[src/rtl/mem_access_unit.sv]
// +--------------------------------------------------------------------------+
// | mem_access_unit: byte/half/word load-store engine over a 32-bit SRAM,    |
// | read-modify-write for sub-word stores. Option macro: MAU_ALIGN_CHECK_EN. |
// | Revision: 1.0                                                            |
// +--------------------------------------------------------------------------+
`default_nettype none

module mem_access_unit (
  input  logic        clk,
  input  logic        rst,
  input  logic        req_valid,
  output logic        req_ready,
  input  logic        req_write,
  input  logic [1:0]  req_size,
  input  logic        req_signed,
  input  logic [31:0] req_addr,
  input  logic [31:0] req_wdata,
  output logic        resp_valid,
  output logic [31:0] resp_rdata,
  output logic        resp_fault,
  output logic [31:0] sram_addr,
  output logic [31:0] w_sram,
  output logic        w_sram_en,
  input  logic [31:0] r_sram
);

  localparam logic [1:0] IDLE   = 2'd0;
  localparam logic [1:0] ACCESS = 2'd1;
  localparam logic [1:0] WRITE  = 2'd2;
  localparam logic [1:0] RESP   = 2'd3;

  localparam logic [1:0] SZ_BYTE = 2'b00;
  localparam logic [1:0] SZ_HALF = 2'b01;
  localparam logic [1:0] SZ_WORD = 2'b10;
  localparam logic [1:0] SZ_RSVD = 2'b11;

  logic [1:0]  state_q, state_d;
  logic        write_q, write_d;
  logic [1:0]  size_q, size_d;
  logic        signed_q, signed_d;
  logic [31:0] addr_q, addr_d;
  logic [31:0] wdata_q, wdata_d;
  logic [31:0] merge_q, merge_d;
  logic [31:0] rdata_q, rdata_d;
  logic        fault_q, fault_d;

  logic        fault_req;
  logic [31:0] lane_word;
  logic [15:0] lane_half;
  logic [31:0] load_ext;
  logic [31:0] merged;

`ifdef MAU_ALIGN_CHECK_EN
  assign fault_req = (req_size == SZ_RSVD)
                   || ((req_size == SZ_HALF) && req_addr[0])
                   || ((req_size == SZ_WORD) && (req_addr[1:0] != 2'b00));
`else
  assign fault_req = (req_size == SZ_RSVD);
`endif

  // Lane extraction: byte lane shifted down, halfword picked by addr[1].
  assign lane_word = r_sram >> {addr_q[1:0], 3'b000};
  assign lane_half = addr_q[1] ? r_sram[31:16] : r_sram[15:0];

  always_comb begin
    case (size_q)
      SZ_BYTE: load_ext = {{24{signed_q & lane_word[7]}}, lane_word[7:0]};
      SZ_HALF: load_ext = {{16{signed_q & lane_half[15]}}, lane_half};
      default: load_ext = r_sram;
    endcase
  end

  always_comb begin
    merged = r_sram;
    if (size_q == SZ_BYTE) begin
      merged[{addr_q[1:0], 3'b000} +: 8] = wdata_q[7:0];
    end else begin
      merged[{addr_q[1], 4'b0000} +: 16] = wdata_q[15:0];
    end
  end

  always_comb begin
    state_d  = state_q;
    write_d  = write_q;
    size_d   = size_q;
    signed_d = signed_q;
    addr_d   = addr_q;
    wdata_d  = wdata_q;
    merge_d  = merge_q;
    rdata_d  = rdata_q;
    fault_d  = fault_q;
    case (state_q)
      IDLE: begin
        if (req_valid) begin
          write_d  = req_write;
          size_d   = req_size;
          signed_d = req_signed;
          addr_d   = req_addr;
          wdata_d  = req_wdata;
          if (fault_req) begin
            rdata_d = 32'h0;
            fault_d = 1'b1;
            state_d = RESP;
          end else begin
            state_d = ACCESS;
          end
        end
      end
      ACCESS: begin
        if (write_q && (size_q != SZ_WORD)) begin
          merge_d = merged;
          state_d = WRITE;
        end else begin
          rdata_d = write_q ? 32'h0 : load_ext;
          fault_d = 1'b0;
          state_d = RESP;
        end
      end
      WRITE: begin
        rdata_d = 32'h0;
        fault_d = 1'b0;
        state_d = RESP;
      end
      default: state_d = IDLE;
    endcase
  end

  always_ff @(posedge clk or negedge rst) begin
    if (!rst) begin
      state_q  <= IDLE;
      write_q  <= 1'b0;
      size_q   <= 2'b00;
      signed_q <= 1'b0;
      addr_q   <= 32'h0;
      wdata_q  <= 32'h0;
      merge_q  <= 32'h0;
      rdata_q  <= 32'h0;
      fault_q  <= 1'b0;
    end else begin
      state_q  <= state_d;
      write_q  <= write_d;
      size_q   <= size_d;
      signed_q <= signed_d;
      addr_q   <= addr_d;
      wdata_q  <= wdata_d;
      merge_q  <= merge_d;
      rdata_q  <= rdata_d;
      fault_q  <= fault_d;
    end
  end

  // Memory-side outputs are decoded from state so an async reset drops them at once.
  assign req_ready  = (state_q == IDLE);
  assign resp_valid = (state_q == RESP);
  assign resp_rdata = rdata_q;
  assign resp_fault = fault_q;
  assign sram_addr  = ((state_q == ACCESS) || (state_q == WRITE)) ? {addr_q[31:2], 2'b00} : 32'h0;
  assign w_sram_en  = ((state_q == ACCESS) && write_q && (size_q == SZ_WORD)) || (state_q == WRITE);
  assign w_sram     = (state_q == WRITE) ? merge_q :
                      (w_sram_en ? wdata_q : 32'h0);

endmodule

`default_nettype wire

[config.mk]
export PLATFORM = sky130hd
export DESIGN_NAME = mem_access_unit
export DESIGN_NICKNAME = d
export VERILOG_FILES = /design/src/rtl/mem_access_unit.sv
export SDC_FILE = /design/constraint.sdc
export NUM_CORES = 1
export LEC_CHECK = 0
export ABC_AREA = 1
export CAP_MARGIN = 20
export CORE_ASPECT_RATIO = 1.75
export CORE_MARGIN = 4
export CORE_UTILIZATION = 50
export CTS_CLUSTER_SIZE = 28
export DETAILED_ROUTE_END_ITERATION = 12
export GPL_ROUTABILITY_DRIVEN = 0
export PLACE_DENSITY = 0.83
export SYNTH_ARGS = -nofsm -noshare
export SYNTH_HDL_FRONTEND = slang
export SYNTH_SLANG_ARGS = --single-unit
[constraint.sdc]
create_clock -name clk -period 4.9 [get_ports clk]
set_clock_uncertainty 0.15 [all_clocks]
set_input_delay 0.98 -clock clk [delete_from_list [all_inputs] [get_ports clk]]
set_output_delay 0.98 -clock clk [all_outputs]
set_load 0.05 [all_outputs]
==> results.md, run 1 <==
* Status: finished, final reports clean
* Die ar. at 17420 µm²
* Data required, critical path at 3.77 ns
* Port Buf Inserts at 200
* Postcts setup bufs at 0
* Final Hold Fails at 0
* Top-Level Pins at 203
* Post-synth EDFFs at 0
* Number of global-route vias before repair at 7506
* CTS tree: built
* First-pass GRT wire length at 37520 µm
* CTS buffer count at 17
* Critical path's slowest cell: ha_1
* Crit start category: register
* Crit-path max cell delay at 0.92 ns
* Syn_area_per_cell at 7.674 µm²
* # H-tree levels at 4
* Cts hold-fix bufs at 0
* CTS max path bufs at 2
* Worst Tran Pin Value at 1.064 ns
* Core area at 14910 µm²
* Placed insts at 1329
* Fin. max-slew vios at 0
* Top cells by area, synth: dfrtp_1 (44%), nand2_1 (14%), o21ai_0 (6.9%)
* Hold Path Class: register to register
* CP Cell Sequence: inv_1 > ha_1 > nand2_1 > inv_1 > clkdlybuf4s50_1
* Synth top area share at 44.15%
* Worst Hold Slack at 0.3269 ns
* Clock slew at reported path FFs at 0.06 ns
* CP Capture Type: output pin
* RSZ-0062 raised after global routing: false
* Final WS setup at 0.9220 ns
* Post-Route WL at 24010 µm
* Wirelength per Cell at 17.63 µm
* Setup Viol. Count Final at 0
* Kind of critical path: register to output pin
* Worst EP arrival at 2.85 ns
* Antenna violations before repair at 1
* Non-Filler Instances at 1362
* FFs w/ async S/R, synth at 100.0%
* Initial Util at 51.31%
* Layout filler cell count at 1157
* Cells after synthesis at 997
* Max cap viols at 0
* Post-layout min period at 3.978 ns
* Area Growth Syn to Fin at 39.51%
* GRT Overall Usage at 27.79%
* Post-Synthesis Cell Area at 7651 µm²
* Vias/cell at 5.560
* Hpwl dp at 17220 µm
* Fmax at 251.4 MHz
* Sequential Area at 3379 µm²
* Setup TNS at 0 ns
* Layout cells sized above 1 at 12.82%
* Crit share post-route at 81.18%
* FP Rows at 59
* Total Power at 9.031 mW
* Most used DFF post-synth: dfrtp_1
* Area of the multi-input gates at 3603 µm²
* Cell variety after synth at 36
* Syn. warnings at 0
* DR pass1 iterations at 5
* Clk sinks at 135
* IR drop worst, VDD at 0.7911 mV
* NumNets Final at 1278
* Detailed Route Iter0 Violations at 787
* Overflow after GRT at 0
* Largest net degree at the start of global routing at 116
* Area leader, netlist: dfrtp_1
* Post-place setup slack at 1.354 ns
* DR vias at 7573
* Clock Latency Late Sink at 0.42 ns
* Die outline width at 101.5 µm
* CP Max Fanout at 32
* Sequential fraction of the synthesis area at 44.15%
* DRC errors left at 0
* Root Buffer: clkbuf_16
* Remaining antenna violation count at 0
* Crit path top cell by count: inv_1
* Leak Pwr at 5.273 nW
* Synth Register Bits at 135
* Slew margin rel. at 29.06%
* Cts repair resizes at 0
* Power per cell area at 846.1 nW/µm²
* Die height at 171.6 µm
cell type report:
type	count	area share, %
sequential	135	31.66
multi-input combinational	701	33.76
antenna	1	0.02344
tap	183	2.145
clock buffer	19	4.243
timing repair buffer	207	22.54
inverter	104	3.751
clock inverter	12	1.876
cells in the mapped netlist (all sizes together), types with 2 or more instances:
cell type    n
nand2      305
dfrtp      135
o21ai      131
inv        103
a21oi       70
nor2        62
mux2        47
nand3       43
clkbuf      33
buf         25
o21bai      16
ha           9
o22ai        8
nand4        3
nand3b       2
state kept, by name, indices dropped and copies added (netlist names):
register and flops:
signed_q 1, write_q 1, state_q 2, resp_rdata 32, addr_q 32, merge_q 32
resp_fault 1, wdata_q 32, size_q 2
routing by layer:
| metal | wire, µm | share of wire (%) | track usage (%) |
|---|---|---|---|
| met1 | 8173 | 34 | 30.73 |
| met2 | 12590 | 52 | 48.26 |
| met3 | 1714 | 7.1 | 5.317 |
| met4 | 1530 | 6.4 | 17.30 |
| met5 | 0 | 0 | 0 |
final timing paths:
check,from,to,slack [ns],depth (start not counted)
max,state_q[0]$_DFFE_PN0N_,sram_addr[10],0.92,5
min,merge_q[19]$_DFFE_PN0N_,merge_q[19]$_DFFE_PN0N_,0.33,2
max reg2reg,state_q[1]$_DFFE_PN0N_,resp_rdata[11]$_DFFE_PN0P_,1.86,8
min reg2reg,merge_q[19]$_DFFE_PN0N_,merge_q[19]$_DFFE_PN0N_,0.33,2
max in group asynchronous,rst,wdata_q[20]$_DFFE_PN0P_,3.24,3
min in group asynchronous,rst,addr_q[13]$_DFFE_PN0P_,0.38,1
layout by cell type (no fill, tap or decap), types with 12 or more instances in the layout:
master	count
clkbuf_16	17
nand2_2	12
o21ai_1	24
dfrtp_1	134
a21oi_1	70
nand2_1	290
nor2_1	57
buf_12	33
nand3_1	41
inv_1	96
mux2_2	47
clkdlybuf4s50_1	166
o21bai_1	16
o21ai_0	106
logic make-up (layout without fill, tap and decap cells):
| logic type | after synthesis | after routing | synth area share, % |
|---|---|---|---|
| simple gates | 417 | 417 | 22.89 |
| compound gates | 226 | 226 | 15.62 |
| buf+inv | 162 | 342 | 8.896 |
| flops | 135 | 135 | 44.15 |
| mux | 47 | 47 | 6.917 |
| fa+ha+maj | 9 | 9 | 1.472 |
| other cells | 1 | 3 | 0.04901 |
where the power goes:
group	switching [mW]	total, mW	internal, mW
sequential	0.337	1.98	1.64
combinational	3.62	5.63	2.01
clock	0.493	1.42	0.927
critical path: cells and delay by family (launching register included):
kind	cells	cell delay [ns]
fa+ha+maj	1	0.92
buf+inv	3	0.99
flops	1	0.39
simple gates	1	0.12
per-stage QoR:
stage | cell area (µm²) | util (%)
finish | 10670 | 71.58
global route | 10670 | 71.58
CTS | 10640 | 71.38
detailed placement | 9991 | 67.00
global placement | 9991 | 67.00
floorplan | 7655 | -
(Power assumes the default switching activity.)
==> inputs of run 2 (changes only) <==
--- a/config.mk
+++ b/config.mk
@@ -9,11 +9,11 @@
 export CAP_MARGIN = 20
 export CORE_ASPECT_RATIO = 1.75
 export CORE_MARGIN = 4
-export CORE_UTILIZATION = 50
+export CORE_UTILIZATION = 49
 export CTS_CLUSTER_SIZE = 28
 export DETAILED_ROUTE_END_ITERATION = 12
 export GPL_ROUTABILITY_DRIVEN = 0
-export PLACE_DENSITY = 0.83
+export PLACE_DENSITY = 0.82
 export SYNTH_ARGS = -nofsm -noshare
 export SYNTH_HDL_FRONTEND = slang
 export SYNTH_SLANG_ARGS = --single-unit
==> constraint.sdc (replaced) <==
create_clock -name clk -period 4.15 [get_ports clk]
set_clock_uncertainty 0.15 [all_clocks]
set_input_delay 0.83 -clock clk [delete_from_list [all_inputs] [get_ports clk]]
set_output_delay 0.83 -clock clk [all_outputs]
set_load 0.05 [all_outputs]
==> run 2 against run 1 <==
Effect of this change: sequential power grew 20%; global-route usage shrank 0.055 points; total power grew 16%; largest power group unchanged; sequential cell count is the same; register-to-register slack lost 0.51 ns; sequential share of layout area grew 0.11 points; die area grew 1.9%; via count shrank 0.44%.
==> results.md, run 2 (synthesis gave the netlist of run 1 again) <==
* First-pass GRT wire length at 38520 µm (+2.7%)
* Worst Tran Pin Value at 0.9962 ns (-0.06791 ns)
* Fin. max-slew vios at 0 (unchanged)
* Antenna violations before repair at 0 (-1)
* Remaining antenna violation count at 0 (unchanged)
* Final WS setup at 0.3495 ns (-0.5725 ns)
* Data required, critical path at 3.17 ns (-0.60 ns)
* DRC errors left at 0 (unchanged)
* Die height at 173.3 µm (+0.97%)
* Worst Hold Slack at 0.07702 ns (-0.2499 ns)
* IR drop worst, VDD at 0.8017 mV (+1.3%)
* CP Capture Type: output pin
* Cts hold-fix bufs at 0 (unchanged)
* Clock Latency Late Sink at 0.42 ns (about the same)
* Root Buffer: clkbuf_16
* Sequential Area at 3379 µm² (unchanged)
* Clock slew at reported path FFs at 0.06 ns (about the same)
* RSZ-0062 raised after global routing: false
* GRT Overall Usage at 27.74% (-0.055 points)
* Hold Path Class: input port to asynchronous set/reset pin
* Kind of critical path: register to output pin
* Core area at 15390 µm² (+3.2%)
* CP Max Fanout at 32 (unchanged)
* Die ar. at 17760 µm² (+1.9%)
* Fmax at 263.1 MHz
* Post-layout min period at 3.800 ns
* Crit start category: register
* Power per cell area at 987.5 nW/µm² (+17%)
* CTS max path bufs at 2 (unchanged)
* Area of the multi-input gates at 3603 µm² (unchanged)
* Antenna cell count at 0 (-1)
* Layout cells sized above 1 at 12.87% (+0.052 points)
* Leak Pwr at 5.249 nW (-0.46%)
* Hpwl dp at 17110 µm (-0.67%)
* Vias/cell at 5.516 (-0.80%)
* CTS buffer count at 17 (unchanged)
* Commonest non-fill, non-tap cell in the layout: nand2_1
* Worst EP arrival at 2.82 ns (-0.03 ns)
* DR vias at 7540 (-0.44%)
* Die outline width at 102.5 µm (+0.94%)
* Max cap viols at 0 (unchanged)
* Postcts setup bufs at 0 (unchanged)
* Overflow after GRT at 0 (unchanged)
* Port Buf Inserts at 200 (unchanged)
* CTS tree: built
* Final Util at 69.11% (-2.5 points)
* NumNets Final at 1280 (+0.16%)
* Total Power at 10.50 mW (+16%)
* Wirelength per Cell at 17.57 µm (-0.30%)
* Area Growth Syn to Fin at 39.02%
* Number of global-route vias before repair at 7618 (+1.5%)
* Final Hold Fails at 0 (unchanged)
* Cts repair resizes at 0 (unchanged)
* FP Rows at 60 (+1.7%)
* Post-place setup slack at 0.8011 ns (-0.5533 ns)
* Initial Util at 49.72% (-1.6 points)
* Largest net degree at the start of global routing at 114 (-1.7%)
* DR pass1 iterations at 6 (+1)
* Detailed Route Iter0 Violations at 856 (+8.8%)
* Status: finished, final reports clean
* Setup TNS at 0 ns (unchanged)
* Layout filler cell count at 1241 (+7.3%)
* Clk sinks at 135 (unchanged)
* Slew margin rel. at 33.39% (+4.3 points)
* # H-tree levels at 4 (unchanged)
* Post-Route WL at 24020 µm (about the same)
* Setup Viol. Count Final at 0 (unchanged)
* Top-Level Pins at 203 (unchanged)
* Crit share post-route at 91.58%
* Commonest cells after routing, fill and taps aside: nand2_1 (290), clkdlybuf4s50_1 (166), dfrtp_1 (134)
-- run 2: area by class of cell --
class | instances | area share (%)
Timing Repair Buffer | 209 | 22.95
Inverter | 104 | 3.764
Tap cell | 186 | 2.188
Sequential cell | 135 | 31.77
Clock inverter | 13 | 1.376
Multi-Input combinational cell | 701 | 33.88
Clock buffer | 19 | 4.070
-- run 2: routing by layer --
metal | up-vias | routed length (µm) | track usage [%]
li1 | 3551 | - | -
met1 | 3541 | 8333 | 30.99
met2 | 343 | 12880 | 47.79
met3 | 105 | 1418 | 5.477
met4 | 0 | 1384 | 15.60
met5 | - | 0 | 0
-- run 2: worst max-delay path, stage by stage, from the launching register on --
cell and delay [ns]:
dfrtp_1 0.39, inv_1 0.09, ha_1 0.88, nand2_1 0.13
inv_1 0.08, clkdlybuf4s50_1 0.81
-- run 2: worst paths after layout --
path	startpoint	end	slack (ns)	cells after the start
max	state_q[0]$_DFFE_PN0N_	sram_addr[7]	0.35	5
min	rst	addr_q[11]$_DFFE_PN0P_	0.08	1
max reg2reg	state_q[1]$_DFFE_PN0N_	resp_rdata[11]$_DFFE_PN0P_	1.35	9
min reg2reg	resp_rdata[27]$_DFFE_PN0P_	resp_rdata[27]$_DFFE_PN0P_	0.33	2
max in group asynchronous	rst	addr_q[9]$_DFFE_PN0P_	2.73	3
min in group clk	resp_rdata[27]$_DFFE_PN0P_	resp_rdata[27]$_DFFE_PN0P_	0.33	2
-- run 2: stage by stage --
stage | instances | cell area (µm²)
5_1_grt | 1367 | 10640
3_5_place_dp | 1333 | 10000
2_1_floorplan | 998 | 7655
4_1_cts | 1365 | 10580
6_report | 1367 | 10640
3_3_place_gp | 1333 | 10000
-- run 2: power by group --
part / switching, mW / internal [mW]
logic: 4.23 / 2.39
clock network: 0.602 / 0.891
registers: 0.448 / 1.93
